$ cat src/rtl/muldiv_pkg.sv
// muldiv_pkg: shared op/state encodings and constants for the hi/lo multiply-divide sequencer
package muldiv_pkg;
  typedef enum logic [1:0] {
    MD_MULT  = 2'd0,
    MD_MULTU = 2'd1,
    MD_DIV   = 2'd2,
    MD_DIVU  = 2'd3
  } md_op_e;
  typedef enum logic [1:0] {
    S_IDLE = 2'd0,
    S_ITER = 2'd1,
    S_FIX  = 2'd2
  } md_state_e;
  localparam int MD_WIDTH = 32;
  localparam int MD_CNT_W = $clog2(MD_WIDTH);
  localparam logic [MD_WIDTH-1:0] MD_DIV0_QUO = '1;
  function automatic logic md_is_signed(input md_op_e o);
    return o == MD_MULT || o == MD_DIV;
  endfunction
  function automatic logic md_is_div(input md_op_e o);
    return o == MD_DIV || o == MD_DIVU;
  endfunction
endpackage

$ cat src/rtl/muldiv_iter_step.sv
// muldiv_iter_step: one combinational shift-add (multiply) or restoring-subtract (divide) step on {acc, opnd}
//   is_div         : 1 = restoring divide step, 0 = shift-add multiply step
//   acc, opnd      : current upper / lower halves of the working register
//   m              : multiplicand (multiply) or divisor (divide) magnitude
//   acc_n, opnd_n  : halves after one step
module muldiv_iter_step #(
  parameter int WIDTH = 32
) (
  input  logic             is_div,
  input  logic [WIDTH-1:0] acc,
  input  logic [WIDTH-1:0] opnd,
  input  logic [WIDTH-1:0] m,
  output logic [WIDTH-1:0] acc_n,
  output logic [WIDTH-1:0] opnd_n
);
  logic [WIDTH:0] sum;
  logic [WIDTH:0] sh;
  logic           ge;
  always_comb begin
    sum    = {1'b0, acc} + (opnd[0] ? {1'b0, m} : '0);
    sh     = {acc, opnd[WIDTH-1]};
    ge     = sh >= {1'b0, m};
    // when ge holds the true difference is below 2^WIDTH, so WIDTH-bit subtraction is exact
    acc_n  = is_div ? (ge ? sh[WIDTH-1:0] - m : sh[WIDTH-1:0]) : sum[WIDTH:1];
    opnd_n = is_div ? {opnd[WIDTH-2:0], ge} : {sum[0], opnd[WIDTH-1:1]};
  end
endmodule

$ cat src/rtl/muldiv_sequencer.sv
// muldiv_sequencer: multi-cycle MULT/MULTU/DIV/DIVU engine owning the architectural hi/lo registers
//   clk, reset          : clock, asynchronous active-high reset
//   start, op, op1, op2 : launch request, opcode and operands (sampled only in IDLE)
//   write_hi, write_lo  : MTHI/MTLO requests loading wdata (IDLE only, start wins)
//   read_hilo           : MFHI/MFLO request, used only for stall generation
//   hi, lo              : architectural hi/lo
//   busy, done, stall   : operation in flight, result-written pulse, pipeline hold
// Optional MULDIV_FAST_MUL_EN: multiplies skip iteration and form the product in one cycle.
// WIDTH must equal muldiv_pkg::MD_WIDTH, which sizes the counter and div-by-zero constant.
module muldiv_sequencer
  import muldiv_pkg::*;
#(
  parameter int WIDTH = MD_WIDTH
) (
  input  logic             clk,
  input  logic             reset,
  input  logic             start,
  input  logic [1:0]       op,
  input  logic [WIDTH-1:0] op1,
  input  logic [WIDTH-1:0] op2,
  input  logic             write_hi,
  input  logic             write_lo,
  input  logic [WIDTH-1:0] wdata,
  input  logic             read_hilo,
  output logic [WIDTH-1:0] hi,
  output logic [WIDTH-1:0] lo,
  output logic             busy,
  output logic             done,
  output logic             stall
);
  md_state_e           state_q, state_d;
  md_op_e              op_q, op_d;
  logic [MD_CNT_W-1:0] cnt_q, cnt_d;
  logic [WIDTH-1:0]    acc_q, acc_d, opnd_q, opnd_d, m_q, m_d, hi_q, hi_d, lo_q, lo_d;
  logic                sa_q, sa_d, sb_q, sb_d, sgn_q, sgn_d, done_q, done_d;
  logic [WIDTH-1:0]    acc_n, opnd_n, mag1, mag2, quo, rem;
  logic [2*WIDTH-1:0]  prod, res;
  logic                sgn_in, neg;
  muldiv_iter_step #(.WIDTH(WIDTH)) u_step (
    .is_div (md_is_div(op_q)),
    .acc    (acc_q),
    .opnd   (opnd_q),
    .m      (m_q),
    .acc_n  (acc_n),
    .opnd_n (opnd_n)
  );
  always_comb begin
    sgn_in = md_is_signed(md_op_e'(op));
    mag1   = (sgn_in && op1[WIDTH-1]) ? -op1 : op1;
    mag2   = (sgn_in && op2[WIDTH-1]) ? -op2 : op2;
    neg    = sgn_q && (sa_q ^ sb_q);
`ifdef MULDIV_FAST_MUL_EN
    prod   = {{WIDTH{1'b0}}, opnd_q} * {{WIDTH{1'b0}}, m_q};
`else
    prod   = {acc_q, opnd_q};
`endif
    quo    = neg ? -opnd_q : opnd_q;
    rem    = (sgn_q && sa_q) ? -acc_q : acc_q;
    // divide by zero reports an all-ones quotient regardless of sign
    res    = md_is_div(op_q) ? {rem, (m_q == '0) ? MD_DIV0_QUO : quo} : (neg ? -prod : prod);
  end
  always_comb begin
    state_d = state_q;
    op_d    = op_q;
    cnt_d   = cnt_q;
    acc_d   = acc_q;
    opnd_d  = opnd_q;
    m_d     = m_q;
    sa_d    = sa_q;
    sb_d    = sb_q;
    sgn_d   = sgn_q;
    hi_d    = hi_q;
    lo_d    = lo_q;
    done_d  = 1'b0;
    case (state_q)
      S_IDLE: begin
        if (start) begin
          // multiplication commutes, so both ops load dividend/multiplicand into opnd and divisor/multiplier into m
          op_d   = md_op_e'(op);
          sgn_d  = sgn_in;
          sa_d   = op1[WIDTH-1];
          sb_d   = op2[WIDTH-1];
          opnd_d = mag1;
          m_d    = mag2;
          acc_d  = '0;
          cnt_d  = '0;
`ifdef MULDIV_FAST_MUL_EN
          state_d = md_is_div(md_op_e'(op)) ? S_ITER : S_FIX;
`else
          state_d = S_ITER;
`endif
        end else begin
          hi_d = write_hi ? wdata : hi_q;
          lo_d = write_lo ? wdata : lo_q;
        end
      end
      S_ITER: begin
        acc_d   = acc_n;
        opnd_d  = opnd_n;
        cnt_d   = cnt_q + 1'b1;
        state_d = (cnt_q == MD_CNT_W'(WIDTH-1)) ? S_FIX : S_ITER;
      end
      S_FIX: begin
        {hi_d, lo_d} = res;
        done_d       = 1'b1;
        state_d      = S_IDLE;
      end
      default: state_d = S_IDLE;
    endcase
  end
  always_ff @(posedge clk or posedge reset) begin
    if (reset) begin
      state_q <= S_IDLE;
      op_q    <= MD_MULT;
      cnt_q   <= '0;
      acc_q   <= '0;
      opnd_q  <= '0;
      m_q     <= '0;
      sa_q    <= 1'b0;
      sb_q    <= 1'b0;
      sgn_q   <= 1'b0;
      hi_q    <= '0;
      lo_q    <= '0;
      done_q  <= 1'b0;
    end else begin
      state_q <= state_d;
      op_q    <= op_d;
      cnt_q   <= cnt_d;
      acc_q   <= acc_d;
      opnd_q  <= opnd_d;
      m_q     <= m_d;
      sa_q    <= sa_d;
      sb_q    <= sb_d;
      sgn_q   <= sgn_d;
      hi_q    <= hi_d;
      lo_q    <= lo_d;
      done_q  <= done_d;
    end
  end
  assign hi    = hi_q;
  assign lo    = lo_q;
  assign busy  = state_q != S_IDLE;
  assign done  = done_q;
  assign stall = busy && (read_hilo || write_hi || write_lo || start);
endmodule

$ cat config.mk
export PLATFORM = sky130hd
export DESIGN_NAME = muldiv_sequencer
export DESIGN_NICKNAME = d
export VERILOG_FILES = /design/src/rtl/muldiv_pkg.sv /design/src/rtl/muldiv_iter_step.sv /design/src/rtl/muldiv_sequencer.sv
export SDC_FILE = /design/constraint.sdc
export NUM_CORES = 1
export LEC_CHECK = 0
export BUFFER_PORTS_ARGS = -buffer_cell sky130_fd_sc_hd__buf_2
export CORE_ASPECT_RATIO = 1.5
export CORE_MARGIN = 3
export CORE_UTILIZATION = 33
export CTS_CLUSTER_SIZE = 24
export DETAILED_ROUTE_END_ITERATION = 16
export SLEW_MARGIN = 15
export SYNTH_ARGS = -nofsm -noshare
export SYNTH_HDL_FRONTEND = slang
export SYNTH_SLANG_ARGS = --single-unit
$ cat constraint.sdc
create_clock -name clk -period 10.5 [get_ports clk]
set_input_delay 1.05 -clock clk [delete_from_list [all_inputs] [get_ports clk]]
set_output_delay 1.05 -clock clk [all_outputs]
set_load 0.005 [all_outputs]
After elaboration in Yosys (flattened, before gate mapping)
Index checks and enable logic that the tools add are counted.
{"block": "totals", "reg_bits": 173, "inputBits": 104, "wordCells": 79}
{"block": "classes", "n_addsub": 8, "magnitude_cmp": 1, "eq_ne": 10, "n_mux": 27, "n_bitwise": 1, "reduce_logical": 20}
{"operator": "32-bit 2-to-1 mux", "count": 15}
{"operator": "32-bit case mux with 2 select lines", "count": 4}
{"operator": "64-bit 2-to-1 mux", "count": 2}
{"operator": "32-bit negation", "count": 4}
{"operator": "64-bit negation", "count": 1}
{"operator": "32-bit by 33-bit adder with 33-bit output", "count": 1}
{"operator": "33-bit by 32-bit >= comparator with 1-bit output", "count": 1}
{"operator": "32-bit logical NOT", "count": 1}
{"operator": "32-bit subtractor", "count": 1}
{"operator": "5-bit case mux with 2 select lines", "count": 1}
{"operator": "2-bit == test (second input constant)", "count": 4}
{"operator": "2-bit != test (second input constant)", "count": 4}
{"operator": "3-bit AND reduction", "count": 2}
{"operator": "2-bit nonzero test", "count": 3}
{"operator": "5-bit by 1-bit adder with 5-bit output (second input constant)", "count": 1}
{"operator": "5-bit == test (second input constant)", "count": 1}
{"operator": "1-bit logical AND", "count": 5}
{"operator": "1-bit logical OR", "count": 5}
{"operator": "5-bit 2-to-1 mux", "count": 1}
{"operator": "2-bit logical NOT", "count": 2}
{"operator": "2-bit 2-to-1 mux", "count": 2}
{"operator": "2-bit case mux with 2 select lines", "count": 1}
{"operator": "2-bit AND reduction", "count": 2}
{"operator": "2-bit by 1-bit == test with 1-bit output (second input constant)", "count": 1}
{"operator": "other kinds (2)", "count": 2}

Longest topological paths before layout
Gate-level depths: netlist (run 1).
{"block": "logic_depth", "word_depth": 6, "mapped_depth": 14, "ltp_nobuf": 13}

Cells and area by module
From an unflattened synthesis (run 1), not the netlist that was laid out.
{"block": "hier_totals", "cells_unflattened": 1929, "hier_area_um2": 15412.3}
{"mod": "muldiv_sequencer", "n_inst": 1, "cells_per_inst": 1220, "area_each_um2": 10598.9, "seq_area_each_um2": 4304.1}
{"mod": "muldiv_iter_step", "n_inst": 1, "cells_per_inst": 709, "area_each_um2": 4813.4, "seq_area_each_um2": 0.0}

Least setup slack after synthesis (run 1)
Ideal clock, no wire load.
{"block": "synth_timing", "path_kind": "in2reg", "startpoint": "input port op2[4]", "endpoint": "register m_q[30]", "t_arrival_ps": 3134, "slack_ps": 7233, "cell_stages": 9, "path_cell_list": "or3_1 or3b_2 nor4_2 nand2b_1 nor2_1 nand2_1 o41ai_1 xor2_1 o21ai_0"}
{"block": "synth_between", "elab_chain_len": 2}
{"element": "start, declared", "line": "muldiv_sequencer.sv:20", "source": "input logic [WIDTH-1:0] op2,"}
{"element": "32-bit negation", "line": "muldiv_sequencer.sv:50", "source": "mag2 = (sgn_in && op2[WIDTH-1]) ? -op2 : op2;"}
{"element": "32-bit 2-to-1 mux", "line": "muldiv_sequencer.sv:50"}
{"element": "end signal, assigned", "line": "muldiv_sequencer.sv:131", "source": "m_q <= m_d;"}
{"element": "end, declared", "line": "muldiv_sequencer.sv:34", "source": "logic [WIDTH-1:0] acc_q, acc_d, opnd_q, opnd_d, m_q, m_d, hi_q, hi_d, lo_q, lo_d;"}
Every way passes these cells.
A chain may end at the register's enable or synchronous reset.

Worst setup path in the final report (run 1)
{"block": "layout_timing", "startpoint": "register opnd_q[0]", "endpoint": "register acc_q[31]"}
{"block": "layout_between", "elab_chain_len": 4}
{"element": "start, declared", "line": "muldiv_sequencer.sv:34"}
{"element": "start signal, assigned", "line": "muldiv_sequencer.sv:130", "source": "opnd_q <= opnd_d;"}
{"element": "32-bit 2-to-1 mux", "line": "muldiv_iter_step.sv:20", "source": "sum = {1'b0, acc} + (opnd[0] ? {1'b0, m} : '0);"}
{"element": "32-bit by 33-bit adder with 33-bit output", "line": "muldiv_iter_step.sv:20"}
{"element": "32-bit 2-to-1 mux", "line": "muldiv_iter_step.sv:24", "source": "acc_n = is_div ? (ge ? sh[WIDTH-1:0] - m : sh[WIDTH-1:0]) : sum[WIDTH:1];"}
{"element": "32-bit case mux with 2 select lines", "line": "muldiv_sequencer.sv:75", "source": "case (state_q)"}
{"element": "end signal, assigned", "line": "muldiv_sequencer.sv:116", "source": "acc_q <= '0;"}
{"element": "end signal, assigned", "line": "muldiv_sequencer.sv:129", "source": "acc_q <= acc_d;"}
{"element": "end, declared", "line": "muldiv_sequencer.sv:34"}
Every way passes these cells.

==> metrics.txt, run 1 <==
initial cell density of the core 0.338; CP max stage delay 590 ps; sum of internal, switching and leakage power 6040 uW; Detail Placement HPWL 37900 um; Via-to-Cell Ratio 5.62; Gates resized, CTS repair 0; CP Depth 13; count of state elements after synthesis 172; hold-fix buffer count after cts 0; Detail Route Antenna Nets 0; number of setup buffers added after CTS 0; Total GRT Usage 0.209; number of clock sinks 172; total wirelength of the detailed-routed design 49100 um; DR vias 13992; number of levels the H-tree was split into 4; pin count of the biggest net entering global routing 112; PwrDens 374 nW/um2; DRC marker count from the first detailed-route iteration 1049; CTS tree done; setup repair after global routing missed its margin no; vertical die dimension 261 um; residual DRC count 0; number of port buffers 170; clk_lat worst skew 460 ps; Worst Reg-to-Reg Cells 13; actual slew at the worst max-slew pin 1050 ps; critical path capture point type flip-flop; fraction of registers with async set or reset after synthesis 1.00; dominant cell by count in the synthesized netlist nand2_1; ratio of cells with drive above 1 in the final layout 0.132; proportion of netlist area held by the largest area contributor 0.300; final-report hold violation count 0; Highest Clock Rate 250 MHz; critical path buffer and inverter count 2; clock-pin slew of the registers on the worst-case setup and hold paths 70 ps; Syn-to-layout area delta 12.5%; number of instances in the synthesized netlist 1827; antenna fix cells 0; Arr. time, crit path 4360 ps; number of distinct library cell variants in the gate-level netlist after synthesis 74; Critical-path top delay cell a211oi_1; register area share after synthesis 0.300; LEAKAGE 0.00680 uW; total global routing overflow 0; required time of the worst setup path 10860 ps; Final #Nets 2088; overall die area 46000 um2; tightest slew margin relative to the limit 0.302; average footprint of a synthesized cell 7.85 um2; Mapped Nets 2003; critical path's top delay family compound AO/OA/AOI/OAI gates; detailed-routing iteration count for the pre-antenna-repair pass 6; crit-path cells inv_1, buf_4, nor2_1, ha_1, nor2b_1, o31a_1, o221ai_1, a211oi_1, nor3_1, o31ai_1, a41oi_1, o211a_1, nor4_1; Max Clock Skew 9.95 ps; Final period util 0.381; number of warnings reported in the yosys synthesis log 0; result of the run complete, no violations; GPL Wtd Cong 0.946; drt wl/cell 19.7 um; post-synthesis cell type with the largest combined area dfrtp_1; Die W 176 um; # rows 92; Worst Setup SP opnd_q[0]; max-capacitance violation count 0; setup slack of the worst register-to-register path 6500 ps; via count of the first global-routing pass 13817; core box area 42500 um2; largest fanout on the critical path 30; number of placed I/O pins 171; Final setup viols 0; Post-synth EDFFs 0; type of the setup path with the least slack flip-flop to flip-flop; prevailing post-synth register cell dfrtp_1; dominant cells by area after synthesis dfrtp_1, o21ai_0, ha_1, nand2_1, xor2_1; end point of the critical path acc_q[31]; worst min-delay path class flip-flop to flip-flop; Post-Synthesis Cell Area 14300 um2; most used standard cells in the synthesized netlist nand2_1, nor2_1, o21ai_0; deepest clock path buffer count 2; number of max-slew violations in the final report 0; launch point of the worst reg-to-reg path opnd_q[0]; setup total negative slack 0 ps; post-route minimum period 4000 ps; Worst Setup Start Kind flip-flop; FF-to-FF End acc_q[31]; number of antenna violations at the first check in global routing 0; Peak VDD IR 164 uV; wire length of the first global-routing pass 76200 um; cell at the root of the clock tree clkbuf_16; Num CTS Buffers 17
==> power breakdown <==
| group | switching, uW | total [uW] | internal [uW] |
|---|---|---|---|
| logic | 2290 | 3890 | 1600 |
| clock network | 307 | 638 | 331 |
| registers | 508 | 1510 | 1010 |
| total | 3100 | 6040 | 2930 |
==> layout make-up <==
class,count,area (um2)
clock buffers,18,429
inverters,66,253
fillers,4466,26400
clock inverters,13,139
repair buffers,187,978
well taps,564,706
multi-input cells,1468,9320
flip-flops and latches,172,4310
==> per-stage QoR <==
stage | utilization | setup WS, ps | instance area, um2 | hold slack (ps) | std cells
2_1_floorplan | - | 4790 | 14300 | 450 | 1827
3_3_place_gp | 0.366 | 6670 | 15600 | 459 | 2457
3_5_place_dp | 0.366 | 6600 | 15600 | 470 | 2457
4_1_cts | 0.380 | 6580 | 16100 | 487 | 2488
5_1_grt | 0.380 | 6330 | 16100 | 496 | 2488
6_report | 0.380 | 6500 | 16100 | 479 | 2488
==> worst min path at each step <==
stage,startpoint,end,slack [ps],cells past startpoint
final,lo[17],lo[17],480,2
after detailed placement,lo[17],lo[17],470,2
after CTS,lo[17],lo[17],490,2
after global routing,lo[23],lo[23],500,2
after global placement,lo[12],lo[12],460,2
after floorplan,m_q[12],m_q[12],450,2
==> registers in the layout, indices dropped and copies added, names as in the netlist <==
name,count
opnd_q,32
sgn_q,1
hi,32
cnt_q,5
lo,32
done,1
sa_q,1
m_q,32
sb_q,1
state_q,2
op_q,1
acc_q,32
==> kinds of logic (layout without fill, tap and decap cells) <==
family                   Yosys count  in the layout  share of synthesized area
buffers and inverters            187            284                     0.0522
adder cells (fa/ha/maj)           72             72                     0.0639
multiplexers                      61             61                     0.0428
flip-flops                       172            172                      0.300
AND/OR/NAND/NOR                  606            606                      0.194
AO/OA/AOI/OAI                    563            563                      0.245
XOR/XNOR                         166            166                      0.101
==> metal layers <==
layer	global-route usage	wire length [um]
met5	0	0
met4	0.105	2400
met3	0.0270	2380
met2	0.370	24500
met1	0.248	19900
==> placed cells by master, fill, tap and decap left out, types with 10 or more instances in the layout <==
cell,instances
nor3_1,55
o221ai_1,31
nand2_1,206
ha_1,70
or3_1,13
nand2b_1,16
a21o_1,34
nor4_1,29
nor2_1,185
o31ai_1,31
o21ai_0,184
nand3_1,23
buf_4,17
xor2_1,87
inv_1,64
clkbuf_16,17
xnor2_1,79
nor2b_1,13
dfrtp_1,171
mux2i_1,59
nand4_1,18
o211ai_1,14
a31oi_1,14
a211oi_1,27
a21oi_1,124
o22ai_1,26
buf_2,170
and3_1,10
==> worst min-delay path, stage by stage (launching register included) <==
cell and delay, ps:
dfrtp_1 340, nand2_1 40, o21ai_0 60
Note: power is estimated with default switching activity, not from simulation.
==> run 2, diff against run 1 <==
- clock period: 10.5 -> 4.1 ns (I/O delays scaled with it)
==> metrics.txt, run 2 (synthesis results as in run 1) <==
number of max-slew violations in the final report 0 (unchanged); WHS Endpoint op_q[1] (was lo[17]); filler instances 4394 (was 4466); FF-to-FF End acc_q[30] (was acc_q[31]); result of the run complete, no violations (unchanged); DR vias 13993 (was 13992); Critical-path top delay cell a2111oi_0 (was a211oi_1); pin count of the biggest net entering global routing 92 (was 112); residual DRC count 0 (unchanged); via count of the first global-routing pass 13764 (was 13817); actual slew at the worst max-slew pin 969 ps (was 1050 ps); type of the setup path with the least slack flip-flop to flip-flop (unchanged); tightest slew margin relative to the limit 0.354 (was 0.302); launch point of the worst reg-to-reg path opnd_q[31] (was opnd_q[0]); setup repair after global routing missed its margin no (unchanged); Die W 176 um (unchanged); Peak VDD IR 437 uV (was 164 uV); required time of the worst setup path 4480 ps (was 10860 ps); commonest non-fill, non-tap cell in the layout nand2_1 (unchanged); number of levels the H-tree was split into 4 (unchanged); LEAKAGE 0.00695 uW (was 0.00680 uW); initial cell density of the core 0.338 (unchanged); critical path capture point type flip-flop (unchanged); Total GRT Usage 0.208 (was 0.209); detailed route wirelength on metal2 24600 um (was 24500 um); CP max stage delay 850 ps (was 590 ps); area of placed instances 15700 um2 (was 15600 um2); deepest clock path buffer count 2 (unchanged); crit-path cells inv_1, ha_1, inv_1, fa_1, a21o_1, a311o_1, a21oi_1, o21ai_0, a2111oi_0, o31ai_1, xnor2_1, a22o_1, a31oi_1 (was inv_1, buf_4, nor2_1, ha_1, nor2b_1, o31a_1, o221ai_1, a211oi_1, nor3_1, o31ai_1, a41oi_1, o211a_1, nor4_1); Gates resized, CTS repair 0 (unchanged); CTS tree done (unchanged); number of clock sinks 172 (unchanged); ratio of cells with drive above 1 in the final layout 0.142 (was 0.132); top layer used by detailed routing met4 (unchanged); PwrDens 958 nW/um2 (was 374 nW/um2); most frequent cells in the layout nand2_1, nor2_1, o21ai_0 (unchanged); # rows 92 (unchanged); final cell area excluding filler cells 16400 um2 (was 16100 um2); setup slack of the worst register-to-register path 130 ps (was 6500 ps); total global routing overflow 0 (unchanged); number of placed I/O pins 171 (unchanged); area of the multi-input gates 9320 um2 (unchanged); WL met3 2360 um (was 2380 um); Via-to-Cell Ratio 5.57 (was 5.62); Worst Setup Start Kind flip-flop (unchanged); critical path buffer and inverter count 2 (unchanged); worst min-delay path class primary input to flip-flop (was flip-flop to flip-flop); number of cells traversed by the worst hold path 3 (was 2); total wirelength of the detailed-routed design 48800 um (was 49100 um); cell repeated most along the worst path inv_1; critical path's top delay family compound AO/OA/AOI/OAI gates (unchanged); Final period util 0.968 (was 0.381); drt wl/cell 19.4 um (was 19.7 um); setup total negative slack 0 ps (unchanged); hold path startpoint op[1] (was lo[17]); overall die area 46000 um2 (unchanged); Worst Reg-to-Reg Cells 13 (unchanged); Highest Clock Rate 252 MHz (was 250 MHz); Num CTS Buffers 17 (unchanged); antenna fix cells 0 (unchanged); Final #Nets 2111 (was 2088); post-route met1 wirelength 19600 um (was 19900 um); vertical die dimension 261 um (unchanged); clock-pin slew of the registers on the worst-case setup and hold paths 70 ps (about the same); Detail Placement HPWL 38000 um (was 37900 um); final-report hold violation count 0 (unchanged); max-capacitance violation count 0 (unchanged); cell at the root of the clock tree clkbuf_16 (unchanged); Max Clock Skew 10.0 ps (was 9.95 ps); wire length of the first global-routing pass 76100 um (was 76200 um); core box area 42500 um2 (unchanged); post-route minimum period 3970 ps (was 4000 ps); Syn-to-layout area delta 14.3% (was 12.5%); Final setup viols 0 (unchanged); Arr. time, crit path 4350 ps (was 4360 ps); Detail Route Antenna Nets 0 (unchanged); number of antenna violations at the first check in global routing 0 (unchanged); GPL Wtd Cong 0.964 (was 0.946); DRC marker count from the first detailed-route iteration 952 (was 1049); detailed-routing iteration count for the pre-antenna-repair pass 5 (was 6); sequential cell area in the final layout 4310 um2 (unchanged); clk_lat worst skew 460 ps (about the same); number of port buffers 170 (unchanged); largest fanout on the critical path 4 (was 30)
run 2: changes by cell type in the layout (fill, tap and decap cells not counted), moves of 2 or more:
cell / change
inv_6: +2
clkinv_4: -4
inv_8: +2
buf_4: +18
buf_12: +4
run 2: per-layer routing:
metal | track usage | vias to the layer above
met3 | 0.0222 | 110
met4 | 0.0980 | 0
met2 | 0.377 | 476
li1 | - | 6799
met1 | 0.245 | 6608
met5 | 0 | -
run 2: worst reg2reg max path: stages (launching register included):
cell and delay (ps):
dfrtp_1 420, inv_1 140, ha_1 200, inv_1 60
fa_1 400, a21o_1 190, a311o_1 360, a21oi_1 270
o21ai_0 280, a2111oi_0 850, o31ai_1 210, xnor2_1 180
a22o_1 190, a31oi_1 130
run 2: metrics by stage:
stage / hold WS [ps] / instances / setup WS [ps] / util / power (uW)
final: 187 / 2512 / 131 / 0.386 / 15700
after CTS: 180 / 2510 / 198 / 0.385 / 15600
after detailed placement: 465 / 2478 / 212 / 0.371 / 13900
after floorplan: 450 / 1827 / 871 / - / 10800
after global routing: 198 / 2512 / 40.3 / 0.386 / 17000
after global placement: 456 / 2478 / 272 / 0.371 / 13700
run 2: repair_timing:
action / CTS / global route
hold endpoints to repair: 0 / 7
hold buffers: 0 / 1
setup endpoints to repair: 0 / 0
buffers inserted: 0 / 0
run 2: layout make-up:
class / instances / share of cell area
flip-flops and latches: 172 / 0.263
repair buffers: 210 / 0.0734
clock buffers: 19 / 0.0270
multi-input cells: 1468 / 0.568
inverters: 66 / 0.0153
clock inverters: 13 / 0.0104
well taps: 564 / 0.0430
run 2: report_power, final:
part / switching (uW) / total, uW / leakage [uW] / internal [uW]
sequential: 1140 / 3730 / 0.00203 / 2580
clock: 800 / 1740 / 0.000298 / 943
combinational: 6000 / 10200 / 0.00462 / 4240
total: 7940 / 15700 / 0.00695 / 7760
run 2: how the worst max path moves through the flow:
| stage | start | to | slack (ps) | cells after the start |
|---|---|---|---|---|
| after global routing | opnd_q[31] | acc_q[30] | 40 | 13 |
| after global placement | opnd_q[31] | acc_q[30] | 270 | 13 |
| after detailed placement | opnd_q[31] | acc_q[30] | 210 | 13 |
| final | opnd_q[31] | acc_q[30] | 130 | 13 |
| after CTS | opnd_q[31] | acc_q[30] | 200 | 13 |
| after floorplan | opnd_q[0] | acc_q[31] | 870 | 14 |
